## src/rtl/div_pkg.sv

```systemverilog
// Shared definitions for the iterative signed divider.
//   DEF_WIDTH : width of the divisor, quotient and remainder (the dividend is twice this)
//   CNT_W     : width of the iteration counter
//   state_t   : controller state encoding
package div_pkg;
  localparam int DEF_WIDTH = 32;
  localparam int CNT_W     = $clog2(DEF_WIDTH);

  typedef enum logic [2:0] {
    IDLE,
    PREP,
    DIV,
    FIX,
    DONE
  } state_t;
endpackage

```

## src/rtl/signed_divider_if.sv

```systemverilog
// Handshake bundle for the signed divider.
//   request  : in_valid, in_ready, dividend (2*WIDTH bits), divisor (WIDTH bits)
//   response : out_valid, out_ready, quotient, remainder, div_zero, overflow
// The master modport is the requester/consumer side. The slave modport is the divider side.
interface signed_divider_if
  import div_pkg::*;
#(
  parameter int WIDTH = DEF_WIDTH
);
  logic                 in_valid;
  logic                 in_ready;
  logic [2*WIDTH-1:0]   dividend;
  logic [WIDTH-1:0]     divisor;
  logic                 out_valid;
  logic                 out_ready;
  logic [WIDTH-1:0]     quotient;
  logic [WIDTH-1:0]     remainder;
  logic                 div_zero;
  logic                 overflow;

  modport master (
    output in_valid, dividend, divisor, out_ready,
    input  in_ready, out_valid, quotient, remainder, div_zero, overflow
  );

  modport slave (
    input  in_valid, dividend, divisor, out_ready,
    output in_ready, out_valid, quotient, remainder, div_zero, overflow
  );
endinterface

```

## src/rtl/div_step.sv

```systemverilog
// One restoring division iteration. This block is purely combinational.
//   rem_in  : partial remainder, always less than dvs
//   bit_in  : next dividend bit that is shifted in
//   dvs     : divisor magnitude
//   rem_out : updated partial remainder
//   q_bit   : quotient bit produced by this step
module div_step
  import div_pkg::*;
#(
  parameter int WIDTH = DEF_WIDTH
) (
  input  logic [WIDTH-1:0] rem_in,
  input  logic             bit_in,
  input  logic [WIDTH-1:0] dvs,
  output logic [WIDTH-1:0] rem_out,
  output logic             q_bit
);
  logic [WIDTH:0] shifted;
  logic [WIDTH:0] diff;

  // The dvs magnitude is at most 2^(WIDTH-1), so rem_in < 2^(WIDTH-1).
  // That keeps 'shifted' below 2^WIDTH, and diff[WIDTH] is therefore a true sign bit.
  always_comb begin
    shifted = {rem_in, bit_in};
    diff    = shifted - {1'b0, dvs};
    q_bit   = ~diff[WIDTH];
    rem_out = q_bit ? diff[WIDTH-1:0] : shifted[WIDTH-1:0];
  end
endmodule

```

## src/rtl/signed_divider.sv

```systemverilog
// Iterative signed divider: a 2*WIDTH-bit dividend divided by a WIDTH-bit divisor.
// It produces a quotient truncated toward zero and a remainder that takes the sign of the dividend.
//   clk   : rising-edge clock
//   rst_n : synchronous reset, active HIGH (the name is inherited)
//   bus   : request/response handshake (signed_divider_if.slave)
//
// state | meaning
// IDLE  | in_ready high, waiting for an operand pair
// PREP  | form magnitudes and signs, pre-check divide-by-zero and wide overflow
// DIV   | WIDTH restoring iterations
// FIX   | narrow overflow check, apply signs
// DONE  | out_valid high, waiting for out_ready
module signed_divider
  import div_pkg::*;
(
  input  logic clk,
  input  logic rst_n,
  signed_divider_if.slave bus
);
  localparam int WIDTH = DEF_WIDTH;

  state_t             state, state_nxt;
  logic [2*WIDTH-1:0] dvd_r;
  logic [WIDTH-1:0]   dvs_r;
  logic [WIDTH-1:0]   abs_dvs;
  logic [WIDTH-1:0]   rem_r;
  logic [WIDTH-1:0]   low_r;
  logic [CNT_W-1:0]   cnt;
  logic               q_neg;
  logic               r_neg;
  logic               early;

  logic [2*WIDTH-1:0] abs_dvd_c;
  logic [WIDTH-1:0]   abs_dvs_c;
  logic               pre_exc;
  logic               q_over;
  logic [WIDTH-1:0]   step_rem;
  logic               step_q;

  div_step #(.WIDTH(WIDTH)) u_step (
    .rem_in  (rem_r),
    .bit_in  (low_r[WIDTH-1]),
    .dvs     (abs_dvs),
    .rem_out (step_rem),
    .q_bit   (step_q)
  );

  always_comb begin
    abs_dvd_c = dvd_r[2*WIDTH-1] ? -dvd_r : dvd_r;
    abs_dvs_c = dvs_r[WIDTH-1] ? -dvs_r : dvs_r;
    pre_exc   = (dvs_r == '0) || (abs_dvd_c[2*WIDTH-1:WIDTH] >= abs_dvs_c);
    // A negative result may reach -2^(WIDTH-1). A positive result must stay below 2^(WIDTH-1).
    q_over    = q_neg ? (low_r > {1'b1, {(WIDTH-1){1'b0}}}) : low_r[WIDTH-1];
  end

  always_comb begin
    state_nxt = state;
    case (state)
      IDLE: if (bus.in_valid && bus.in_ready) state_nxt = PREP;
      // Exceptions detected in PREP still pass through FIX.
      // This keeps their latency at two edges. FIX leaves their outputs untouched.
      PREP: state_nxt = pre_exc ? FIX : DIV;
      DIV:  if (cnt == CNT_W'(WIDTH-1)) state_nxt = FIX;
      FIX:  state_nxt = DONE;
      DONE: if (bus.out_ready) state_nxt = IDLE;
      default: state_nxt = IDLE;
    endcase
  end

  always_ff @(posedge clk) begin
    if (rst_n) begin
      state         <= IDLE;
      bus.in_ready  <= 1'b1;
      bus.out_valid <= 1'b0;
      bus.quotient  <= '0;
      bus.remainder <= '0;
      bus.div_zero  <= 1'b0;
      bus.overflow  <= 1'b0;
    end else begin
      state         <= state_nxt;
      bus.in_ready  <= (state_nxt == IDLE);
      bus.out_valid <= (state_nxt == DONE);
      case (state)
        IDLE: if (bus.in_valid && bus.in_ready) begin
          dvd_r        <= bus.dividend;
          dvs_r        <= bus.divisor;
          bus.div_zero <= 1'b0;
          bus.overflow <= 1'b0;
        end
        PREP: begin
          q_neg   <= dvd_r[2*WIDTH-1] ^ dvs_r[WIDTH-1];
          r_neg   <= dvd_r[2*WIDTH-1];
          abs_dvs <= abs_dvs_c;
          rem_r   <= abs_dvd_c[2*WIDTH-1:WIDTH];
          low_r   <= abs_dvd_c[WIDTH-1:0];
          cnt     <= '0;
          early   <= pre_exc;
          if (pre_exc) begin
            bus.div_zero  <= (dvs_r == '0);
            bus.overflow  <= (dvs_r != '0);
            bus.quotient  <= '0;
            bus.remainder <= '0;
          end
        end
        DIV: begin
          rem_r <= step_rem;
          low_r <= {low_r[WIDTH-2:0], step_q};
          cnt   <= cnt + 1'b1;
        end
        FIX: if (!early) begin
          if (q_over) begin
            bus.overflow  <= 1'b1;
            bus.quotient  <= '0;
            bus.remainder <= '0;
          end else begin
            bus.quotient  <= q_neg ? -low_r : low_r;
            bus.remainder <= r_neg ? -rem_r : rem_r;
          end
        end
        default: ;
      endcase
    end
  end
endmodule
```

## src/flat_wrapper.sv

```systemverilog
// flat-port wrapper written by rule: the top's interface ports become plain ports
module signed_divider_flat import div_pkg::*;
  (clk, rst_n, bus_in_valid, bus_dividend, bus_divisor, bus_out_ready, bus_in_ready, bus_out_valid, bus_quotient, bus_remainder, bus_div_zero, bus_overflow);
  signed_divider_if bus_i ();
  input  logic clk;
  input  logic rst_n;
  input wire logic [$bits(bus_i.in_valid)-1:0] bus_in_valid;
  input wire logic [$bits(bus_i.dividend)-1:0] bus_dividend;
  input wire logic [$bits(bus_i.divisor)-1:0] bus_divisor;
  input wire logic [$bits(bus_i.out_ready)-1:0] bus_out_ready;
  output wire logic [$bits(bus_i.in_ready)-1:0] bus_in_ready;
  output wire logic [$bits(bus_i.out_valid)-1:0] bus_out_valid;
  output wire logic [$bits(bus_i.quotient)-1:0] bus_quotient;
  output wire logic [$bits(bus_i.remainder)-1:0] bus_remainder;
  output wire logic [$bits(bus_i.div_zero)-1:0] bus_div_zero;
  output wire logic [$bits(bus_i.overflow)-1:0] bus_overflow;
  assign bus_i.in_valid = bus_in_valid;
  assign bus_i.dividend = bus_dividend;
  assign bus_i.divisor = bus_divisor;
  assign bus_i.out_ready = bus_out_ready;
  assign bus_in_ready = bus_i.in_ready;
  assign bus_out_valid = bus_i.out_valid;
  assign bus_quotient = bus_i.quotient;
  assign bus_remainder = bus_i.remainder;
  assign bus_div_zero = bus_i.div_zero;
  assign bus_overflow = bus_i.overflow;
  signed_divider u_core (.clk(clk), .rst_n(rst_n), .bus(bus_i));
endmodule
```

## config.mk

```make
export PLATFORM = sky130hd
export DESIGN_NAME = signed_divider_flat
export DESIGN_NICKNAME = d
export VERILOG_FILES = /design/src/rtl/div_pkg.sv /design/src/rtl/signed_divider_if.sv /design/src/rtl/div_step.sv /design/src/rtl/signed_divider.sv /design/src/flat_wrapper.sv
export SDC_FILE = /design/constraint.sdc
export NUM_CORES = 1
export LEC_CHECK = 0
export BUFFER_PORTS_ARGS = -buffer_cell sky130_fd_sc_hd__buf_4
export CORE_MARGIN = 1.5
export CORE_UTILIZATION = 54
export DETAILED_ROUTE_END_ITERATION = 6
export GPL_ROUTABILITY_DRIVEN = 0
export GPL_TIMING_DRIVEN = 0
export PLACE_DENSITY = 0.77
export SYNTH_ARGS = -nofsm -noshare
export SYNTH_HDL_FRONTEND = slang
export SYNTH_SLANG_ARGS = --single-unit
```

## constraint.sdc

```tcl
create_clock -name clk -period 12.5 [get_ports clk]
set_clock_uncertainty 0.05 [all_clocks]
set_input_delay 2.5 -clock clk [delete_from_list [all_inputs] [get_ports clk]]
set_output_delay 2.5 -clock clk [all_outputs]
set_load 0.05 [all_outputs]
```

; ---- Word-level counts from Yosys, hierarchy flattened
; Cells that the tools add are included.
[totals]
word_cells = 81
ram_bits = 0
latchBits = 0
inputBits = 100
mem_count = 0
mem_bits_ro = 0
regBits = 271
output_inout_bits = 68
[op_classes]
mul = 0
eq_ne = 10
shifts = 0
reduce_logical = 16
div = 0
order_cmp = 2
muxes = 28
bitwise_logic = 3
add_sub_neg = 6
[ops]
columns = op, count
row1 = 2-to-1 mux 32 bit, 9
row2 = one-hot mux 32 bit (2 select lines), 4
row3 = negation 32 bit, 3
row4 = 2-to-1 mux 64 bit, 1
row5 = negation 64 bit, 1
row6 = subtractor 33 x 32 -> 33 bit, 1
row7 = greater-or-equal comparator 32 bit, 1
row8 = "greater-than comparator 32 bit, second input constant", 1
row9 = zero test 32 bit, 1
row10 = nonzero test 32 bit, 1
row11 = one-hot mux 3 bit (5 select lines), 1
row12 = one-hot mux 5 bit (2 select lines), 1
row13 = 2-to-1 mux 3 bit, 3
row14 = AND reduction 3 bit, 3
row15 = 2-to-1 mux 1 bit, 7
row16 = "equality test 3 x 2 -> 1 bit, second input constant", 2
row17 = "equality test 3 bit, second input constant", 2
row18 = zero test 3 bit, 2
row19 = "!= test 2 x 1 -> 1 bit, second input constant", 3
row20 = nonzero test 2 bit, 3
row21 = "adder 5 x 1 -> 5 bit, second input constant", 1
row22 = "equality test 5 bit, second input constant", 1
row23 = AND reduction 5 bit, 1
row24 = AND reduction 2 bit, 2
row25 = other kinds (9), 10

; ---- Logic depth before layout (Yosys ltp)
[logic_depth]
depth_word = 7
depth_mapped = 20
mapped_depth_nobuf = 18

; ---- Hierarchy
; A second synthesis with hierarchy kept.
[unflattened]
cells_unflattened = 1549
hier_area_um2 = 16574.6
[by_module_without_submodules]
columns = mod, seq_area_each_um2, n_inst, cells_each, area_each_um2
row1 = signed_divider, 7427.1, 1, 1244, 14216.1
row2 = div_step, 0.0, 1, 305, 2358.5

; ---- Worst setup path after synthesis
; No wires, ideal clock.
[synth_path]
kind = input -> register
from = in rst_n
to = reg u_core.dvd_r[0], enable pin
stages = 3
setup_time_ns = 0.786
t_arrival_ns = 12.025
setup_slack_ns = -0.361
path_buffers = 1
t_required_ns = 11.664
path_cell_list = clkbuf_1 -> or2_2 -> nor4_1
[synth_between]
elab_chain_len = 2
[synth_lines]
columns = item, line
row1 = from (decl), flat_wrapper.sv:6  ; input logic rst_n;
row2 = inverter 1 bit (no source line), --
row3 = AND reduction 3 bit (no source line), --
row4 = to (signal assigned), signed_divider.sv:85  ; dvd_r <= bus.dividend;
row5 = to (decl), signed_divider.sv:23  ; logic [2*WIDTH-1:0] dvd_r;
; No other way between the ends.
; A chain may end at the register's enable or synchronous reset.

; ---- Worst setup path in the final report
[layout_path]
from = reg u_core.dvd_r[41]
to = reg u_core.bus.remainder[31]
[layout_between]
elab_chain_len = 6
[layout_lines]
columns = item, line
row1 = negation 64 bit, signed_divider.sv:49  ; abs_dvd_c = dvd_r[2*WIDTH-1] ? -dvd_r : dvd_r;
row2 = 2-to-1 mux 64 bit *, signed_divider.sv:49
row3 = greater-or-equal comparator 32 bit *, signed_divider.sv:51  ; pre_exc = (dvs_r == '0) || (abs_dvd_c[2*WIDTH-1:WIDTH] >= abs_dvs_c);
row4 = logical OR 1 bit *, signed_divider.sv:51
row5 = != test 2 x 1 -> 1 bit (no source line) *, --
row6 = AND reduction 3 bit (no source line) *, --
row7 = to (signal assigned), signed_divider.sv:117  ; bus.remainder <= r_neg ? -rem_r : rem_r;
row8 = to (decl), signed_divider_if.sv:28  ; output in_ready, out_valid, quotient, remainder, div_zero, overflow
; Mark *: on every way between the ends. The rest lies on a longest branch, timed or not.

==> flow_summary.toml <==
[run_status]
outcome = "completed"

[setup_path]
startpoint_type = "flip-flop"
crit_fanout = 10
crit_top_cell = "clkbuf_1"
r2r_slack_ps = 5890
cp-end-kind = "flip-flop"
crit_buf_inv = 4
arrival_ps = 7040
cp_slowest_cell = "or4_1"
rr_endpoint = "u_core.bus.remainder[31]$_SDFFE_PP0P_"
crit_type = "reg -> reg"
ff2ff_path_depth = 20
critPathRequiredTime_ps = 12940
crit_family = "simple AND/OR/NAND/NOR gates"
cp_cell_sequence = "or4_1, or4_1, clkbuf_1, nor4_1, nand2_1, or3_1, clkbuf_1, o31ai_1, xnor2_1, ha_1, a21o_1, a21o_1, a21oi_1, o221ai_1, or3_1, o211ai_1, clkbuf_1, clkbuf_1, a21oi_1, nor2_1"
reg2reg_from = "u_core.dvd_r[41]$_DFFE_PP_"
cp_slowest_stage_delay_ps = 620

[sta]
max_freq_mhz = 151
hold_viol_final = 0
slew_viol_final = 0
finalSetupViolations = 0
fin_crit_sh_pct = 52.9
relSlewSlack_pct = 19.6
rsz0062_at_grt = "false"
max_slew.worst_pin.slew_ps = 1200
min_period_ps = 6610
whs_ps = 445
fin_tns_setup_ps = 0

[route]
via_per_inst = 5.92
num_vias = 12974
wl_per_cell_um = 18.3
dr.pass1.iters = 5
drt_iter0_drc = 1007
drcViolationCount = 0
drtAntennaViolNets = 0
drt-total-wl_um = 40100

[cts]
cts_max_path_buffers = 3
clock-root-buffer = "clkbuf_16"
cts_buffers = 28
postCtsHoldBufs = 0
clk-insertion-delay-late_ps = 560
clock-sinks = 271
post_cts_resize_count = 0
h-tree-depth = 1
cts_setup_buffers = 0
cts_tree = "yes"
clk_pin_slew_ps = 60

[die]
ios = 168
dieArea_mm2 = 0.0300
core_region_area_mm2 = 0.0286
num_rows = 62
die_x_um = 173
die_h_um = 173
start_util_pct = 54.7

[power]
pwr-share-clk_pct = 34.1
power_frac_comb_pct = 21.5
p_switching_mw = 0.767
intPower_mw = 1.75
power.density_mw_per_mm2 = 136
power_frac_seq_pct = 44.5
irDropWorstVdd_mv = 0.112
leakagePower_nw = 7.07
p_sw_share_pct = 30.5

[synthesis]
syn_area_per_cell_um2 = 9.90
yosys-mux-area-fraction_pct = 0.896
ys.warnings.count = 0
ys_seq_area_share_pct = 47.5
syn-num-nets = 1752
synth_adder_area_share_pct = 5.73
synth-xor-area-share_pct = 10.0
synth_ff_type = "edfxtp_1"
synth.distinct_cells = 68
synth_edf_count = 200
synth.top_cell.area_share_pct = 38.4
synth_area_leader_cell = "edfxtp_1"
synth_top_family_by_area = "compound AO/OA/AOI/OAI gates"
synth.ff_latch_count = 271
synthesis.instances = 1581
synth.area.top_cells = "edfxtp_1 38%, dfxtp_1 9.1%, xor2_1 6.6%"
synth_compound_area_share_pct = 16.0
synthSimpleGateAreaFrac_pct = 15.8
syn_area_mm2 = 0.0156
ys_async_sr_fraction_pct = 0

[final_layout]
finalNonFillerCells = 2191
diodes = 0
drive_above_1_share_pct = 14.8
syn_to_final_growth_pct = 18.1
final_nets = 1956
final_util_pct = 64.6

[hold_path]
hold_path_class = "reg -> reg"
whs_endpoint = "u_core.bus.div_zero$_SDFFE_PP0P_"
min_path_cells = 2
worstHoldStart = "u_core.bus.div_zero$_SDFFE_PP0P_"

[global_route]
antenna_found_initial = 0
grt_pass1_wl_um = 63000
grt_util_all_layers_pct = 26.1
grt_pass1_vias = 12044
grt_max_degree = 36
gr-total-overflow = 0

[place]
dp_cells = 2139
dpl.hpwl_um = 31500
io_buffer_count = 166

[flow_run]
cap_violations = 0
kinds of logic (layout without fill, tap and decap cells):
family	Yosys count	count (layout)
simple gates	497	497
flops	271	271
xor+xnor	179	179
mux	14	14
buf+inv	163	389
compound gates	386	386
fa+ha+maj	71	71
worst max-delay path by stage:
stage	slack, ps	depth (start not counted)	endpoint	start
3_5_place_dp	6030	19	u_core.bus.quotient[30]$_SDFFE_PP0P_	u_core.dvd_r[5]$_DFFE_PP_
4_1_cts	5960	19	u_core.bus.quotient[30]$_SDFFE_PP0P_	u_core.dvd_r[5]$_DFFE_PP_
3_3_place_gp	1700	3	u_core.dvd_r[42]$_DFFE_PP_	rst_n
5_1_grt	5550	19	u_core.bus.remainder[31]$_SDFFE_PP0P_	u_core.dvd_r[3]$_DFFE_PP_
6_report	5890	20	u_core.bus.remainder[31]$_SDFFE_PP0P_	u_core.dvd_r[41]$_DFFE_PP_
2_1_floorplan	3650	3	u_core.dvd_r[0]$_DFFE_PP_	rst_n
state kept, by name, summed over array words and instances (netlist names), 3 cells and up:
register / flops
u_core.dvd_r: 64
u_core.bus.quotient: 32
u_core.abs_dvs: 32
u_core.dvs_r: 32
u_core.low_r: 32
u_core.state: 3
u_core.cnt: 5
u_core.rem_r: 32
u_core.bus.remainder: 32
area by class of cell:
type / count / area (um^2)
repair buffers: 174 / 1370
inverters: 83 / 312
plain buffers: 80 / 325
clock buffers: 29 / 726
multi-input cells: 1147 / 7620
flip-flops and latches: 271 / 7430
well taps: 384 / 480
fillers: 2256 / 10100
clock inverters: 23 / 224
cell usage in the layout (no fill, tap or decap), drive strengths merged, types with 47 or more instances in the layout:
master	count
edfxtp	200
xor2	118
nand2	106
inv	86
dfxtp	71
buf	186
ha	70
o31ai	47
clkbuf	97
xnor2	61
a21oi	113
nor2	137
nor3	94
o21ai	97
power groups by stage:
| stage | logic (mW) | registers [mW] | clock network, mW |
|---|---|---|---|
| 2_1_floorplan | 0.370 | 1.12 | 0 |
| 3_3_place_gp | 0.500 | 1.14 | 0 |
| 3_5_place_dp | 0.528 | 1.14 | 0 |
| 4_1_cts | 0.533 | 1.12 | 0.863 |
| 5_1_grt | 0.594 | 1.12 | 0.897 |
| 6_report | 0.540 | 1.12 | 0.857 |
per-stage QoR:
stage	area, um^2	setup WS [ps]	power [mW]
after detailed placement	17500	6030	1.66
after global placement	17400	1700	1.64
final	18500	5890	2.52
after CTS	18500	5960	2.51
after global routing	18500	5550	2.62
after floorplan	15700	3650	1.49
worst min-delay path, delay by kind of cell (launching register included):
kind,cells,cell delay (ps)
compound gates,2,130
flops,1,320
cell usage after synthesis, types with 3 or more instances:
cell type and count:
xnor2_1 61, or3_1 16, and2_1 5, o211ai_1 7, nor4b_1 3, dfxtp_1 71, or2_2 13, mux2i_1 14
clkbuf_1 67, o21a_1 7, buf_1 5, o41ai_2 3, nor2b_1 7, o31ai_1 46, ha_1 70, or4_4 6
and3_1 5, nor3_1 94, inv_1 83, nor2_1 137, buf_2 6, edfxtp_1 200, nand3b_1 4, a21oi_1 113
o21bai_1 4, a21o_1 29, xor2_1 118, o21ai_0 96, nand2b_1 24, a211oi_1 7, a311oi_1 18, a22oi_1 4
o31a_1 6, a31oi_1 3, nand3_1 20, o41ai_1 23, or4_1 19, nor4_1 15, nand4_1 13, nand2_1 105
per-layer routing:
metal / vias up / share of wire [%] / global-route usage [%] / wire length (um)
met5: - / 0 / 0 / 0
met4: 0 / 2.3 / 7.61 / 929
met3: 77 / 9.0 / 3.64 / 3620
met2: 597 / 44 / 40.2 / 17500
met1: 6093 / 45 / 38.6 / 18100
li1: 6207 / - / - / -
(Power assumes the default switching activity.)
